File: src/rtl/tc_io_gpio_bank.sv
// GPIO bank: registers core controls onto tri_full pad cells, and synchronises,
// glitch-filters and edge-detects the pad inputs into per-pad pending interrupts.
module tc_io_gpio_bank #(
  parameter int NUM_PAD     = 8,
  parameter int SYNC_STAGES = 2,
  parameter int FILT_W      = 4
) (
  input  logic               clk_i,
  input  logic               rst_n_i,
  input  logic [NUM_PAD-1:0] out_i,
  input  logic [NUM_PAD-1:0] oe_i,
  input  logic [NUM_PAD-1:0] cs_i,
  input  logic [NUM_PAD-1:0] pu_i,
  input  logic [NUM_PAD-1:0] pd_i,
  input  logic [FILT_W-1:0]  filt_thr_i,
  input  logic [NUM_PAD-1:0] rise_en_i,
  input  logic [NUM_PAD-1:0] fall_en_i,
  input  logic [NUM_PAD-1:0] irq_clr_i,
  output logic [NUM_PAD-1:0] pad_c2p_o,
  output logic [NUM_PAD-1:0] pad_c2p_en_o,
  output logic [NUM_PAD-1:0] pad_cs_o,
  output logic [NUM_PAD-1:0] pad_pu_o,
  output logic [NUM_PAD-1:0] pad_pd_o,
  input  logic [NUM_PAD-1:0] pad_p2c_i,
  output logic [NUM_PAD-1:0] in_o,
  output logic [NUM_PAD-1:0] irq_pend_o,
  output logic               irq_o
);

  localparam logic [FILT_W:0]   CNT_ONE = (FILT_W + 1)'(1);
  localparam logic [FILT_W-1:0] CNT_INC = FILT_W'(1);

  logic [NUM_PAD-1:0] c2p_q, c2p_d, c2p_en_q, c2p_en_d, cs_q, cs_d;
  logic [NUM_PAD-1:0] pu_q, pu_d, pd_q, pd_d;
  logic [NUM_PAD-1:0] sync_q [SYNC_STAGES];
  logic [NUM_PAD-1:0] sync_d [SYNC_STAGES];
  logic [NUM_PAD-1:0] filt_q, filt_d;
  logic [FILT_W-1:0]  cnt_q [NUM_PAD];
  logic [FILT_W-1:0]  cnt_d [NUM_PAD];
  logic [NUM_PAD-1:0] pend_q, pend_d;
  logic [NUM_PAD-1:0] sync_s, rise_set, fall_set;
  logic [FILT_W-1:0]  thr_eff;

  assign sync_s  = sync_q[SYNC_STAGES-1];
  // A zero threshold means "follow the synchroniser with one cycle of delay".
  assign thr_eff = (filt_thr_i == '0) ? CNT_INC : filt_thr_i;

  always_comb begin
    c2p_d    = out_i;
    c2p_en_d = oe_i;
    cs_d     = cs_i;
    pu_d     = pu_i;
    pd_d     = pd_i;
  end

  always_comb begin
    sync_d[0] = pad_p2c_i;
    for (int s = 1; s < SYNC_STAGES; s++) sync_d[s] = sync_q[s-1];
  end

  // NOTE: every always_comb output gets a default before any branch, so no latch is inferred.
  always_comb begin
    filt_d = filt_q;
    for (int i = 0; i < NUM_PAD; i++) begin
      cnt_d[i] = '0;
      if (sync_s[i] != filt_q[i]) begin
        // Compare one bit wider so C+1 cannot wrap; a lowered threshold commits at once.
        if (({1'b0, cnt_q[i]} + CNT_ONE) >= {1'b0, thr_eff}) filt_d[i] = sync_s[i];
        else if (&cnt_q[i])                                   cnt_d[i]  = cnt_q[i];
        else                                                  cnt_d[i]  = cnt_q[i] + CNT_INC;
      end
    end
  end

  always_comb begin
    rise_set = filt_d & ~filt_q & rise_en_i;
    fall_set = ~filt_d & filt_q & fall_en_i;
    pend_d   = (pend_q & ~irq_clr_i) | rise_set | fall_set;
  end

  // NOTE: sequential state uses non-blocking assignments only, so flops update together.
  always_ff @(posedge clk_i or negedge rst_n_i) begin
    if (!rst_n_i) begin
      c2p_q    <= '0;
      c2p_en_q <= '0;
      cs_q     <= '1;
      pu_q     <= '0;
      pd_q     <= '0;
      // NOTE: these arrays are a handful of flops, not RAM, so they are reset element by element.
      for (int s = 0; s < SYNC_STAGES; s++) sync_q[s] <= '0;
      for (int i = 0; i < NUM_PAD; i++) cnt_q[i] <= '0;
      filt_q   <= '0;
      pend_q   <= '0;
    end else begin
      c2p_q    <= c2p_d;
      c2p_en_q <= c2p_en_d;
      cs_q     <= cs_d;
      pu_q     <= pu_d;
      pd_q     <= pd_d;
      for (int s = 0; s < SYNC_STAGES; s++) sync_q[s] <= sync_d[s];
      for (int i = 0; i < NUM_PAD; i++) cnt_q[i] <= cnt_d[i];
      filt_q   <= filt_d;
      pend_q   <= pend_d;
    end
  end

  assign pad_c2p_o    = c2p_q;
  assign pad_c2p_en_o = c2p_en_q;
  assign pad_cs_o     = cs_q;
  assign pad_pu_o     = pu_q & ~pd_q;
  assign pad_pd_o     = pd_q;
  assign in_o         = filt_q;
  assign irq_pend_o   = pend_q;
  assign irq_o        = |pend_q;

endmodule

File: config.mk
export PLATFORM = sky130hd
export DESIGN_NAME = tc_io_gpio_bank
export DESIGN_NICKNAME = d
export VERILOG_FILES = /design/src/rtl/tc_io_gpio_bank.sv
export SDC_FILE = /design/constraint.sdc
export NUM_CORES = 1
export LEC_CHECK = 0
export ABC_AREA = 1
export BUFFER_PORTS_ARGS = -buffer_cell sky130_fd_sc_hd__buf_2
export CAP_MARGIN = 15
export CELL_PAD_IN_SITES_DETAIL_PLACEMENT = 1
export CELL_PAD_IN_SITES_GLOBAL_PLACEMENT = 2
export CORE_ASPECT_RATIO = 2
export CORE_UTILIZATION = 28
export DETAILED_ROUTE_END_ITERATION = 7
export PLACE_DENSITY = 0.73
export SYNTH_ARGS = -nofsm -noshare
export SYNTH_HDL_FRONTEND = slang
export SYNTH_SLANG_ARGS = --single-unit
File: constraint.sdc
create_clock -name clk_i -period 1.55 [get_ports clk_i]
set_input_delay 0.155 -clock clk_i [delete_from_list [all_inputs] [get_ports clk_i]]
set_output_delay 0.155 -clock clk_i [all_outputs]
set_load 0.01 [all_outputs]
==> flow_metrics.py <==
metrics = {
    "cts": {
        "root_buffer": "clkbuf_16",
        "clkSinkCount": 104,
        "cts_tree": "yes",
        "ctsHtreeMaxLevel": 3,
        "clk_pin_slew_ns": 0.08,
        "worstSkewPairLatency_ns": 0.35,
        "clock_path_buffers": 2,
        "numCtsBuffers": 9,
    },
    "worst_setup_path": {
        "cp.required_ns": 1.79,
        "worstSetupStartpointType": "flip-flop",
        "end_kind": "flip-flop",
        "crit_fanout": 4,
        "path_class": "reg2reg",
        "arrival_ns": 1.96,
        "r2r_slack_ns": -0.17,
    },
    "floorplanning": {
        "design.core.area_sq_um": 16400,
        "start_util_pct": 28.8,
        "die_w_um": 93.6,
        "die_area_sq_um": 17400,
        "top_level_ports": 135,
        "chipHeight_um": 185,
        "fp-row-count": 66,
    },
    "timing": {
        "skew_ns": 0.00743,
        "setup_viol": 36,
        "fin_tns_setup_ns": -3.34,
        "tightest_slew_ns": 0.593,
        "setup_ws_ns": -0.166,
        "period_needed_ns": 1.72,
        "period_share_pct": 111,
        "rsz0062_at_grt": "true",
        "max_freq_mhz": 583,
        "slew_violations": 0,
        "hold_viol": 0,
        "maxSlewHeadroom_pct": 60.5,
    },
    "synth": {
        "ys_warn_count": 0,
        "syn_area_sq_um": 4700,
        "ys_ff_latch": 104,
        "yosysSeqAreaShare_pct": 55.5,
        "synth_ff_type": "dfrtp_1",
        "syn-num-nets": 610,
        "async_flop_share_pct": 100,
        "netlist_instances": 507,
        "synth_cell_type_count": 31,
        "synth_edf_count": 0,
        "avgSynthCellArea_sq_um": 9.28,
    },
    "power_and_ir_drop": {
        "p_comb_share_pct": 43.3,
        "p_sw_w": 0.00368,
        "p_sw_share_pct": 35.4,
        "irDropWorstVdd_mv": 0.650,
        "power_leakage_nw": 3.70,
        "p_per_area_nw_per_um2": 1470,
        "internal_power_w": 0.00673,
        "clkPwrFrac_pct": 22.7,
        "seqPwrFrac_pct": 34.0,
    },
    "global_routing": {
        "grt_max_degree": 105,
        "grt_pass1_vias": 4801,
        "grt_pass1_wl_um": 21600,
        "globalRouteOverflowTotal": 0,
        "grt_antenna_before_repair": 0,
        "grt_usage_pct": 16.3,
    },
    "finish": {
        "final_cell_mix": "133 x buf_2, 107 x nand2_1, 96 x dfrtp_1, 79 x inv_1, 50 x dlygate4sd3_1",
        "layout-drive-gt1-share_pct": 37.9,
        "syn_to_final_growth_pct": 50.3,
        "post-route-util_pct": 43.2,
        "layout_commonest_cell": "buf_2",
        "finalNetCount": 843,
        "antenna_cells": 0,
    },
    "run_status": {
        "outcome": "finished, violations left",
        "violations": "negative setup slack",
    },
    "run": {
        "maxCapViolCount": 0,
    },
    "routing": {
        "vias": 4233,
        "detail_route.vias_per_cell": 4.46,
        "routed_wl_um": 13300,
        "firstDrtPassIters": 3,
        "avgRoutedWirePerCell_um": 14.0,
        "drc": 0,
        "ant_nets": 0,
        "first_iter_violations": 44,
    },
    "min_path": {
        "min-delay-path-class": "in2reg",
    },
    "placement": {
        "dp_hpwl_um": 9360,
        "gp_congestion": 0.767,
        "io_buffers": 134,
    },
}
-- power by group through the flow --
stage	sequential (W)	clock, W	combinational (W)
detailed placement	0.00354	0	0.00352
CTS	0.00354	0.00246	0.00409
floorplan	0.00363	0	0.00190
global placement	0.00351	0	0.00337
global route	0.00361	0.00253	0.00508
finish	0.00354	0.00236	0.00451
-- cells in the mapped netlist (all sizes together), types with 2 or more instances --
cell | number | area [sq um]
nand2 | 130 | 523
dfrtp | 96 | 2400
inv | 83 | 317
nand3 | 54 | 323
nor2 | 45 | 171
ha | 25 | 313
o21ai | 21 | 105
nand4 | 14 | 109
dfstp | 8 | 210
or2 | 8 | 50.1
xnor2 | 7 | 61.3
a21boi | 5 | 37.5
nor3 | 3 | 15.0
buf | 2 | 22.5
-- per-stage QoR --
stage / area [sq um] / instances / setup WS, ns / total power [W] / hold WS (ns)
5_1_grt: 7070 / 949 / -0.264 / 0.0112 / 0.0338
4_1_cts: 6870 / 944 / -0.147 / 0.0101 / 0.0181
3_5_place_dp: 5830 / 871 / -0.261 / 0.00706 / 0.262
6_report: 7070 / 949 / -0.166 / 0.0104 / 0.0327
3_3_place_gp: 5830 / 871 / -0.261 / 0.00689 / 0.261
2_1_floorplan: 4710 / 507 / -0.0452 / 0.00553 / -0.141
-- what timing repair did --
item	in CTS	in global routing
setup endpoints to repair	47	49
gates resized for setup	32	32
cloned	0	0
endpoints found under the hold margin	145	0
pin swaps	19	23
hold buffers	50	0
buffers inserted	7	5
-- sequential cells by signal, summed over array words and instances (netlist names) --
name,count
cnt_q,32
in_o,8
irq_pend_o,8
pad_c2p_en_o,8
pad_c2p_o,8
pad_cs_o,8
pad_pd_o,8
pu_q,8
sync_d,8
sync_s,8
-- cells by family after synthesis --
family,after synthesis,share of synthesized area (%)
compound gates,29,3.51
xor+xnor,8,1.49
simple gates,256,25.6
flops,104,55.5
buf+inv,85,7.21
fa+ha+maj,25,6.65
-- per-layer routing --
metal,track usage [%],part of all wire (%),routed length [um]
met3,2.83,3.1,406
met2,33.1,60,7980
met1,15.3,35,4620
met4,6.83,2.2,289
met5,0,0,0
-- cell type report --
| type | instances | area, sq um |
|---|---|---|
| inverters | 83 | 317 |
| clock buffers | 10 | 239 |
| clock inverters | 6 | 66.3 |
| multi-input cells | 318 | 2090 |
| fillers | 1919 | 9280 |
| flip-flops and latches | 104 | 2610 |
| well taps | 204 | 255 |
| repair buffers | 224 | 1490 |
-- worst paths after layout --
kind	from	end	cells past startpoint
worst max-delay path	cnt_q[16]$_DFFE_PN0P_	irq_pend_o[3]$_DFF_PN0_	9
worst min-delay path	irq_clr_i[6]	irq_pend_o[6]$_DFF_PN0_	4
worst max register to register	cnt_q[16]$_DFFE_PN0P_	irq_pend_o[3]$_DFF_PN0_	9
worst min register to register	sync_d[6]$_DFF_PN0_	sync_s[6]$_DFF_PN0_	0
max in group asynchronous	rst_n_i	in_o[7]$_DFF_PN0_	3
min in group asynchronous	rst_n_i	irq_pend_o[0]$_DFF_PN0_	3
-- worst max-delay path, stage by stage (launching register included) --
cell	delay [ns]
dfrtp_1	0.39
ha_1	0.33
ha_1	0.27
a21boi_1	0.13
o21ai_1	0.11
nand2_1	0.07
nand2_2	0.13
nand2_2	0.07
nand2_1	0.06
nand2_1	0.04
Power figures use the tool's default switching activity.
